===== src/rtl/alu_result_stage_if.sv =====
// ALU-to-result-stage handshake bundle: input capture side and output consumer side.
// The master modport drives ALU outputs and out_ready; the stage uses the slave modport.
interface alu_result_stage_if #(
    parameter int WIDTH = 4
);
    logic             in_valid;
    logic             in_ready;
    logic [2:0]       in_op;
    logic [WIDTH-1:0] in_result;
    logic             in_cout;
    logic             in_ovf;
    logic             in_set;
    logic             out_valid;
    logic             out_ready;
    logic [WIDTH-1:0] out_result;
    logic             out_zero;
    logic             out_neg;
    logic             out_carry;
    logic             out_ovf;

    modport master (
        output in_valid, in_op, in_result, in_cout, in_ovf, in_set, out_ready,
        input  in_ready, out_valid, out_result, out_zero, out_neg, out_carry, out_ovf
    );

    modport slave (
        input  in_valid, in_op, in_result, in_cout, in_ovf, in_set, out_ready,
        output in_ready, out_valid, out_result, out_zero, out_neg, out_carry, out_ovf
    );
endinterface


===== src/rtl/alu_result_stage.sv =====
// ALU result stage: forms result+flags, buffers in a DEPTH-entry FIFO, counts overflows.
// Push visible on out_* next cycle; in_ready drops when full, no bypass, head holds while stalled.
module alu_result_stage #(
    parameter int WIDTH     = 4,
    parameter int DEPTH     = 2,
    parameter int OVF_CNT_W = 8
) (
    input  logic                 clk,
    input  logic                 rst_n,
    alu_result_stage_if.slave    bus,
    input  logic                 ovf_clr,
    output logic [OVF_CNT_W-1:0] ovf_count
);
    localparam int AW = (DEPTH > 1) ? $clog2(DEPTH) : 1;
    localparam int CW = $clog2(DEPTH) + 1;
    localparam logic [CW-1:0] FULL_CNT = CW'(DEPTH);

    typedef struct packed {
        logic [WIDTH-1:0] result;
        logic             zero;
        logic             neg;
        logic             carry;
        logic             ovf;
    } entry_t;

    entry_t        mem [DEPTH];
    entry_t        last_q;
    entry_t        new_entry;
    entry_t        shown;
    logic [AW-1:0] wr_ptr;
    logic [AW-1:0] rd_ptr;
    logic [CW-1:0] count;
    logic          push;
    logic          pop;

    always_comb begin
        new_entry = '0;
        // SLT: the true less-than is the sign corrected for overflow
        if (bus.in_op == 3'b111) begin
            new_entry.result = {{(WIDTH-1){1'b0}}, bus.in_set ^ bus.in_ovf};
        end else begin
            new_entry.result = bus.in_result;
        end
        if (bus.in_op[1:0] == 2'b10) begin
            new_entry.carry = bus.in_cout;
            new_entry.ovf   = bus.in_ovf;
        end
        new_entry.zero = (new_entry.result == '0);
        new_entry.neg  = new_entry.result[WIDTH-1];
    end

    assign bus.in_ready  = (count != FULL_CNT);
    assign bus.out_valid = (count != '0);
    assign push          = bus.in_valid && bus.in_ready;
    assign pop           = bus.out_valid && bus.out_ready;

    // When empty, present the last popped entry rather than a stale slot
    assign shown          = bus.out_valid ? mem[rd_ptr] : last_q;
    assign bus.out_result = shown.result;
    assign bus.out_zero   = shown.zero;
    assign bus.out_neg    = shown.neg;
    assign bus.out_carry  = shown.carry;
    assign bus.out_ovf    = shown.ovf;

    always_ff @(posedge clk or negedge rst_n) begin
        if (!rst_n) begin
            for (int i = 0; i < DEPTH; i++) begin
                mem[i] <= '0;
            end
            last_q    <= '0;
            wr_ptr    <= '0;
            rd_ptr    <= '0;
            count     <= '0;
            ovf_count <= '0;
        end else begin
            if (push) begin
                mem[wr_ptr] <= new_entry;
                wr_ptr      <= wr_ptr + AW'(1);
            end
            if (pop) begin
                last_q <= mem[rd_ptr];
                rd_ptr <= rd_ptr + AW'(1);
            end
            case ({push, pop})
                2'b10:   count <= count + CW'(1);
                2'b01:   count <= count - CW'(1);
                default: count <= count;
            endcase
            if (ovf_clr) begin
                ovf_count <= '0;
            end else if (push && new_entry.ovf && (ovf_count != '1)) begin
                ovf_count <= ovf_count + OVF_CNT_W'(1);
            end
        end
    end
endmodule


===== src/flat_wrapper.sv =====
// flat-port wrapper written by rule: the top's interface ports become plain ports
module alu_result_stage_flat 
#(
    parameter int WIDTH     = 4,
    parameter int DEPTH     = 2,
    parameter int OVF_CNT_W = 8
)
  (clk, rst_n, ovf_clr, ovf_count, bus_in_valid, bus_in_op, bus_in_result, bus_in_cout, bus_in_ovf, bus_in_set, bus_out_ready, bus_in_ready, bus_out_valid, bus_out_result, bus_out_zero, bus_out_neg, bus_out_carry, bus_out_ovf);
  alu_result_stage_if #(.WIDTH(WIDTH)) bus_i ();
  input  logic clk;
  input  logic rst_n;
  input  logic ovf_clr;
  output logic [OVF_CNT_W-1:0] ovf_count;
  input wire logic [$bits(bus_i.in_valid)-1:0] bus_in_valid;
  input wire logic [$bits(bus_i.in_op)-1:0] bus_in_op;
  input wire logic [$bits(bus_i.in_result)-1:0] bus_in_result;
  input wire logic [$bits(bus_i.in_cout)-1:0] bus_in_cout;
  input wire logic [$bits(bus_i.in_ovf)-1:0] bus_in_ovf;
  input wire logic [$bits(bus_i.in_set)-1:0] bus_in_set;
  input wire logic [$bits(bus_i.out_ready)-1:0] bus_out_ready;
  output wire logic [$bits(bus_i.in_ready)-1:0] bus_in_ready;
  output wire logic [$bits(bus_i.out_valid)-1:0] bus_out_valid;
  output wire logic [$bits(bus_i.out_result)-1:0] bus_out_result;
  output wire logic [$bits(bus_i.out_zero)-1:0] bus_out_zero;
  output wire logic [$bits(bus_i.out_neg)-1:0] bus_out_neg;
  output wire logic [$bits(bus_i.out_carry)-1:0] bus_out_carry;
  output wire logic [$bits(bus_i.out_ovf)-1:0] bus_out_ovf;
  assign bus_i.in_valid = bus_in_valid;
  assign bus_i.in_op = bus_in_op;
  assign bus_i.in_result = bus_in_result;
  assign bus_i.in_cout = bus_in_cout;
  assign bus_i.in_ovf = bus_in_ovf;
  assign bus_i.in_set = bus_in_set;
  assign bus_i.out_ready = bus_out_ready;
  assign bus_in_ready = bus_i.in_ready;
  assign bus_out_valid = bus_i.out_valid;
  assign bus_out_result = bus_i.out_result;
  assign bus_out_zero = bus_i.out_zero;
  assign bus_out_neg = bus_i.out_neg;
  assign bus_out_carry = bus_i.out_carry;
  assign bus_out_ovf = bus_i.out_ovf;
  alu_result_stage #(.WIDTH(WIDTH), .DEPTH(DEPTH), .OVF_CNT_W(OVF_CNT_W)) u_core (.clk(clk), .rst_n(rst_n), .bus(bus_i), .ovf_clr(ovf_clr), .ovf_count(ovf_count));
endmodule

===== config.mk =====
export PLATFORM = sky130hd
export DESIGN_NAME = alu_result_stage_flat
export DESIGN_NICKNAME = d
export VERILOG_FILES = /design/src/rtl/alu_result_stage_if.sv /design/src/rtl/alu_result_stage.sv /design/src/flat_wrapper.sv
export SDC_FILE = /design/constraint.sdc
export NUM_CORES = 1
export LEC_CHECK = 0
export CAP_MARGIN = 25
export CORE_AREA = 2 2 75 77
export DETAILED_ROUTE_END_ITERATION = 6
export DIE_AREA = 0 0 77 79
export SLEW_MARGIN = 15
export SYNTH_ARGS = -nofsm -noshare
export SYNTH_HDL_FRONTEND = slang
export SYNTH_SLANG_ARGS = --single-unit

===== constraint.sdc =====
create_clock -name clk -period 4.7 [get_ports clk]
set_clock_uncertainty 0.15 [all_clocks]
set_input_delay 1.175 -clock clk [delete_from_list [all_inputs] [get_ports clk]]
set_output_delay 1.175 -clock clk [all_outputs]
set_load 0.02 [all_outputs]

==> results.md, run 1 <==
- Status: completed
- Final setup vio count: 0
- CP cell instances: or2_2, a21oi_1, clkdlybuf4s50_1
- Min Clock Period, post-route: 3.32 ns
- CTS tree: done
- Pre-CTS setup slack: 1.68 ns
- Hold depth: 2
- Top-area cell type share of the netlist area: 0.521
- Post-CTS setup buffer count: 0
- Routed wire per std cell: 11.8 µm
- Diodes inserted: 0
- Reg2Reg Depth: 6
- CTS buffer count: 5
- GP Congestion: 0.719
- Async set-reset flop share out of synthesis: 1.00
- Mapped Area: 0.00158 mm²
- Post-synth EDFFs: 0
- Core Rows: 27
- Sequential area share after synthesis: 0.521
- Area of the multi-input gates: 703 µm²
- Dpl cell area: 0.00195 mm²
- Required @ worst endpoint: 3.38 ns
- Fin crit share: 0.706
- Clk sinks: 33
- Routed vias: 1226
- Htree depth: 2
- Hold_ws: 0.330 ns
- Core area: 0.00534 mm²
- Crit-path max FO: 16
- Fill cells: 582
- CP peak stage delay: 0.63 ns
- Clk slew on worst S/H paths: 0.07 ns
- Pwr dens: 579 mW/mm²
- Count leader, synth: dfrtp_1
- Worst setup path startpoint: u_core.count[0]
- Kind of critical path: flop to output pin
- Die Wd: 77 µm
- Ys flop type: dfrtp_1
- Die area: 0.00608 mm²
- Buffers on Ports: 32
- FF-to-FF End: u_core.count[1]
- Total wire length: 3.16 mm
- Synth cell count leaders: 33 x dfrtp_1, 29 x nand2_1, 23 x o21ai_0
- Max Slew Vio Count: 0
- Worst Hold End: u_core.mem[14]
- YS warnings: 0
- Worst Hold Class: flop to flop
- PnR worst setup slack: 1.38 ns
- CTS max path bufs: 2
- Grt ovf: 0
- RSZ-0062 raised after global routing: false
- Clk_lat worst skew: 0.29 ns
- Gate Count Post-Synth: 163
- Worst-margin pin slew: 0.479 ns
- Unique masters post-synth: 29
- Router iterations before antenna repair: 4
- Buffer and inverter count on the worst path: 1
- Peak VDD IR: 224 µV
- Register area: 826 µm²
- CTS root buf: clkbuf_8
- Initial drt markers: 66
- Post-CTS resize count: 0
- Vias per Instance: 4.59
- Dpl hpwl: 2.31 mm
- Post-DRT Antenna Nets: 0
- Synthesized area per cell: 9.72 µm²
- #FFs+latches synth: 33
- Gr usage total: 0.114
- R2R Path Start: u_core.count[0]
- Max-slew headroom: 0.679
- Ports: 33
- Area delta synth->final: 28.6%
- Min-delay src: u_core.mem[14]
- Delay-heaviest family, CP: buffers and inverters
- First-pass GRT wire length: 5.40 mm
- Largest net degree at the start of global routing: 34
- Endpoints failing hold: 0
- Layout net count: 211
- Share of cells above drive strength 1: 0.0667
- Fmax: 302 MHz
- P_leak: 0.876 nW
- Starting Density: 0.297
- Crit end category: output pin
- Area leader, netlist: dfrtp_1
- TNS Setup: 0 ns
- Startpoint type of the worst setup path: flop
- Slowest CP cell: clkdlybuf4s50_1
- Number of global-route vias before repair: 1131
- Initial antenna violation count: 0
- CP arrival: 1.99 ns
- R2R Setup Slk: 2.49 ns
- Top cells by area, synth: dfrtp_1 52%, o21ai_0 7.3%, nand2_1 6.9%
- Syn_nets: 180
- Max-cap check violation count: 0
- Die H: 79 µm
- Residual DRC count: 0
- Cts hold-fix bufs: 0
- Post-route cell area: 0.00204 mm²
## worst min-delay path: cells and delay by family, from the launching register on
kind               cells  cell delay (ns)
and+or+nand+nor        1             0.04
DFF                    1             0.34
AOI/OAI and AO/OA      1             0.06
## logic make-up after synthesis
family	Yosys count	share of synthesized area
DFF	33	0.521
xor gates and xnor gates	6	0.0332
and+or+nand+nor	61	0.185
adders and majority gates	2	0.0158
muxes	10	0.0648
buffers and inverters	11	0.0348
AOI/OAI and AO/OA	40	0.145
## through the flow
stage	std cells	utilization	total power, mW
3_3_place_gp	259	0.366	0.978
4_1_cts	267	0.382	1.20
2_1_floorplan	163	-	0.791
3_5_place_dp	259	0.366	0.988
5_1_grt	267	0.382	1.27
6_report	267	0.382	1.18
## layer usage
layer / global-route usage / wire (µm)
met5: 0 / 0
met1: 0.153 / 1560
met4: 0.0750 / 95
met3: 0.0205 / 128
met2: 0.169 / 1370
## where the power goes
part           switching, mW  total [mW]  internal, mW
Sequential            0.0682       0.448         0.380
Combinational          0.279       0.526         0.246
Clock                  0.103       0.205         0.102
## sequential cells by signal, indices dropped and copies added (netlist names)
signal	flops
u_core.last_q	7
u_core.mem	14
u_core.wr_ptr	1
u_core.ovf_count	8
u_core.rd_ptr	1
u_core.count	2
## area by class of cell
cell class / instances / share of cell area
Multi-Input combinational cell: 119 / 0.345
Timing Repair Buffer: 33 / 0.161
Clock buffer: 6 / 0.0356
Tap cell: 72 / 0.0442
Clock inverter: 2 / 0.00491
Sequential cell: 33 / 0.405
Inverter: 2 / 0.00369
## cell usage in the layout (no fill, tap or decap)
master,instances
clkinv_2,2
nand3_1,6
or2b_4,1
nand2_1,29
o41ai_1,1
or4_1,2
clkbuf_1,1
o21ai_0,23
and3b_1,1
o31ai_1,2
clkbuf_8,5
nand3b_1,3
clkdlybuf4s50_1,32
xor2_1,2
and4_1,1
inv_1,2
xnor2_1,4
mux2_2,2
buf_4,1
nand2b_1,2
or2_2,1
o2111ai_4,1
mux2i_1,8
nand4_1,1
a21oi_1,13
dfrtp_1,33
ha_1,2
nor2_1,10
or3_1,4
## worst max-delay path by stage
stage | cells past startpoint | slack [ns] | endpoint
6_report | 3 | 1.38 | bus_out_neg
5_1_grt | 3 | 1.27 | bus_out_neg
4_1_cts | 3 | 1.36 | bus_out_neg
3_5_place_dp | 3 | 1.68 | bus_out_neg
3_3_place_gp | 5 | 1.69 | u_core.ovf_count[7]
2_1_floorplan | 5 | 1.69 | bus_out_result[3]
(Power assumes the default switching activity.)
==> inputs of run 2 (changes only) <==
==> constraint.sdc (replaced) <==
create_clock -name clk -period 3.1 [get_ports clk]
set_clock_uncertainty 0.15 [all_clocks]
set_input_delay 0.775 -clock clk [delete_from_list [all_inputs] [get_ports clk]]
set_output_delay 0.775 -clock clk [all_outputs]
set_load 0.02 [all_outputs]
==> results.md, run 2 (synthesized netlist as in run 1, its figures left out) <==
- Status: completed
- Top Registers: u_core.mem x14, u_core.ovf_count x8, u_core.last_q x7
- Worst Hold Class: flop to flop
- Dpl hpwl: 2.32 mm
- Core Rows: 27
- Pwr dens: 917 mW/mm²
- Diodes inserted: 0
- Clk sinks: 33
- Starting Density: 0.297
- Residual DRC count: 0
- Layout net count: 212
- Crit end category: output pin
- Endpoints failing hold: 0
- Kind of critical path: flop to output pin
- Vias per Instance: 4.47
- CTS tree: done
- Worst setup path startpoint: u_core.count[0]
- Share of cells above drive strength 1: 0.0714
- R2R Path Start: u_core.ovf_count[0]
- Cts hold-fix bufs: 0
- Htree depth: 2
- Routed wire per std cell: 11.9 µm
- CTS max path bufs: 2
- Number of global-route vias before repair: 1111
- Flop pwr share: 0.356
- Core area: 0.00534 mm²
- Routed vias: 1197
- Clk_lat worst skew: 0.29 ns
- Delay-heaviest family, CP: buffers and inverters
- Startpoint type of the worst setup path: flop
- CP cell instances: or2_2, a21oi_1, clkdlybuf4s50_1
- Int Pwr: 1.22 mW
- Clk slew on worst S/H paths: 0.07 ns
- R2R Setup Slk: 1.13 ns
- Post-CTS setup buffer count: 0
- P_leak: 0.895 nW
- Crit-path max FO: 16
- Required @ worst endpoint: 2.17 ns
- Dpl cell area: 0.00196 mm²
- First-pass GRT wire length: 5.46 mm
- Switch share: 0.361
- Critical Path Sink: bus_out_neg
- FF-to-FF End: u_core.ovf_count[7]
- Fill cells: 571
- Buffers on Ports: 32
- Total chip power: 1.91 mW
- RSZ-0062 raised after global routing: false
- CTS buffer count: 5
- Gr usage total: 0.118
- Router iterations before antenna repair: 4
- Grt ovf: 0
- Peak VDD IR: 338 µV
- CTS root buf: clkbuf_8
- Reg2Reg Depth: 5
- Power share of the clock group: 0.220
- Max-cap check violation count: 0
- Psw: 0.689 mW
- CP arrival: 1.99 ns
- Buffer and inverter count on the worst path: 1
- Post-DRT Antenna Nets: 0
- Crit path depth: 3
- Commonest non-fill, non-tap cell in the layout: dfrtp_1
- Area delta synth->final: 31.2%
- Die Wd: 77 µm
- CP peak stage delay: 0.63 ns
- Total wire length: 3.20 mm
- Largest net degree at the start of global routing: 34
- Ports: 33
- Min Clock Period, post-route: 2.91 ns
- Max FFs per register: 14
- Max-slew headroom: 0.682
- TNS Setup: 0 ns
- Final setup vio count: 0
- Biggest register: u_core.mem
- Max Slew Vio Count: 0
- Initial drt markers: 38
- Die area: 0.00608 mm²
- Initial antenna violation count: 0
- Most frequent cells in the layout: 33 x dfrtp_1, 32 x clkdlybuf4s50_1, 29 x nand2_1, 23 x o21ai_0, 13 x a21oi_1
- Worst-margin pin slew: 0.476 ns
- Post-route cell area: 0.00208 mm²
- Comb pwr share: 0.424
- Die H: 79 µm
- Post-CTS resize count: 0
- GP Congestion: 0.720
- Slowest CP cell: clkdlybuf4s50_1
- Fin crit share: 0.939
- Fmax: 344 MHz
-- run 2: final cells by class --
class | instances | area [µm²] | share of cell area
inverter | 2 | 7.51 | 0.00361
clock inverter | 1 | 30.0 | 0.0144
clock buffer | 7 | 86.3 | 0.0415
tap | 72 | 90.1 | 0.0433
sequential | 33 | 826 | 0.397
timing repair buffer | 34 | 335 | 0.161
multi-input combinational | 119 | 703 | 0.338
-- run 2: worst min path at each step --
stage	startpoint	to	slack (ns)	cells after the start
6_report	u_core.mem[4]	u_core.mem[4]	0.33	2
5_1_grt	u_core.last_q[2]	u_core.last_q[2]	0.36	2
4_1_cts	u_core.mem[12]	u_core.mem[12]	0.34	2
3_5_place_dp	u_core.mem[12]	u_core.mem[12]	0.32	2
3_3_place_gp	u_core.mem[1]	u_core.mem[1]	0.31	2
2_1_floorplan	u_core.count[1]	u_core.count[1]	0.30	1
-- run 2: worst reg2reg max path: stages, from the launching register on --
cell	delay, ns
dfrtp_1	0.43
ha_1	0.26
nand3_1	0.15
o2111ai_4	0.23
or4_1	0.53
a21oi_1	0.15
-- run 2: power groups by stage --
stage	clock network (mW)	logic (mW)	registers [mW]
2_1_floorplan	0	0.556	0.644
3_3_place_gp	0	0.807	0.682
3_5_place_dp	0	0.816	0.686
4_1_cts	0.432	0.817	0.678
5_1_grt	0.449	0.896	0.699
6_report	0.420	0.807	0.679
-- run 2: layer usage --
metal,GRT usage,part of all wire
met1,0.158,0.51
met2,0.170,0.42
met3,0.0352,0.039
met4,0.0643,0.026
met5,0,0
-- run 2: per-stage QoR --
step / worst slack, ns / hold WS, ns / utilization / instances
final: 0.189 / 0.330 / 0.389 / 268
after CTS: 0.175 / 0.335 / 0.389 / 268
after floorplan: 0.491 / 0.298 / - / 163
after global routing: 0.101 / 0.357 / 0.389 / 268
after global placement: 0.491 / 0.311 / 0.368 / 260
after detailed placement: 0.456 / 0.320 / 0.368 / 260
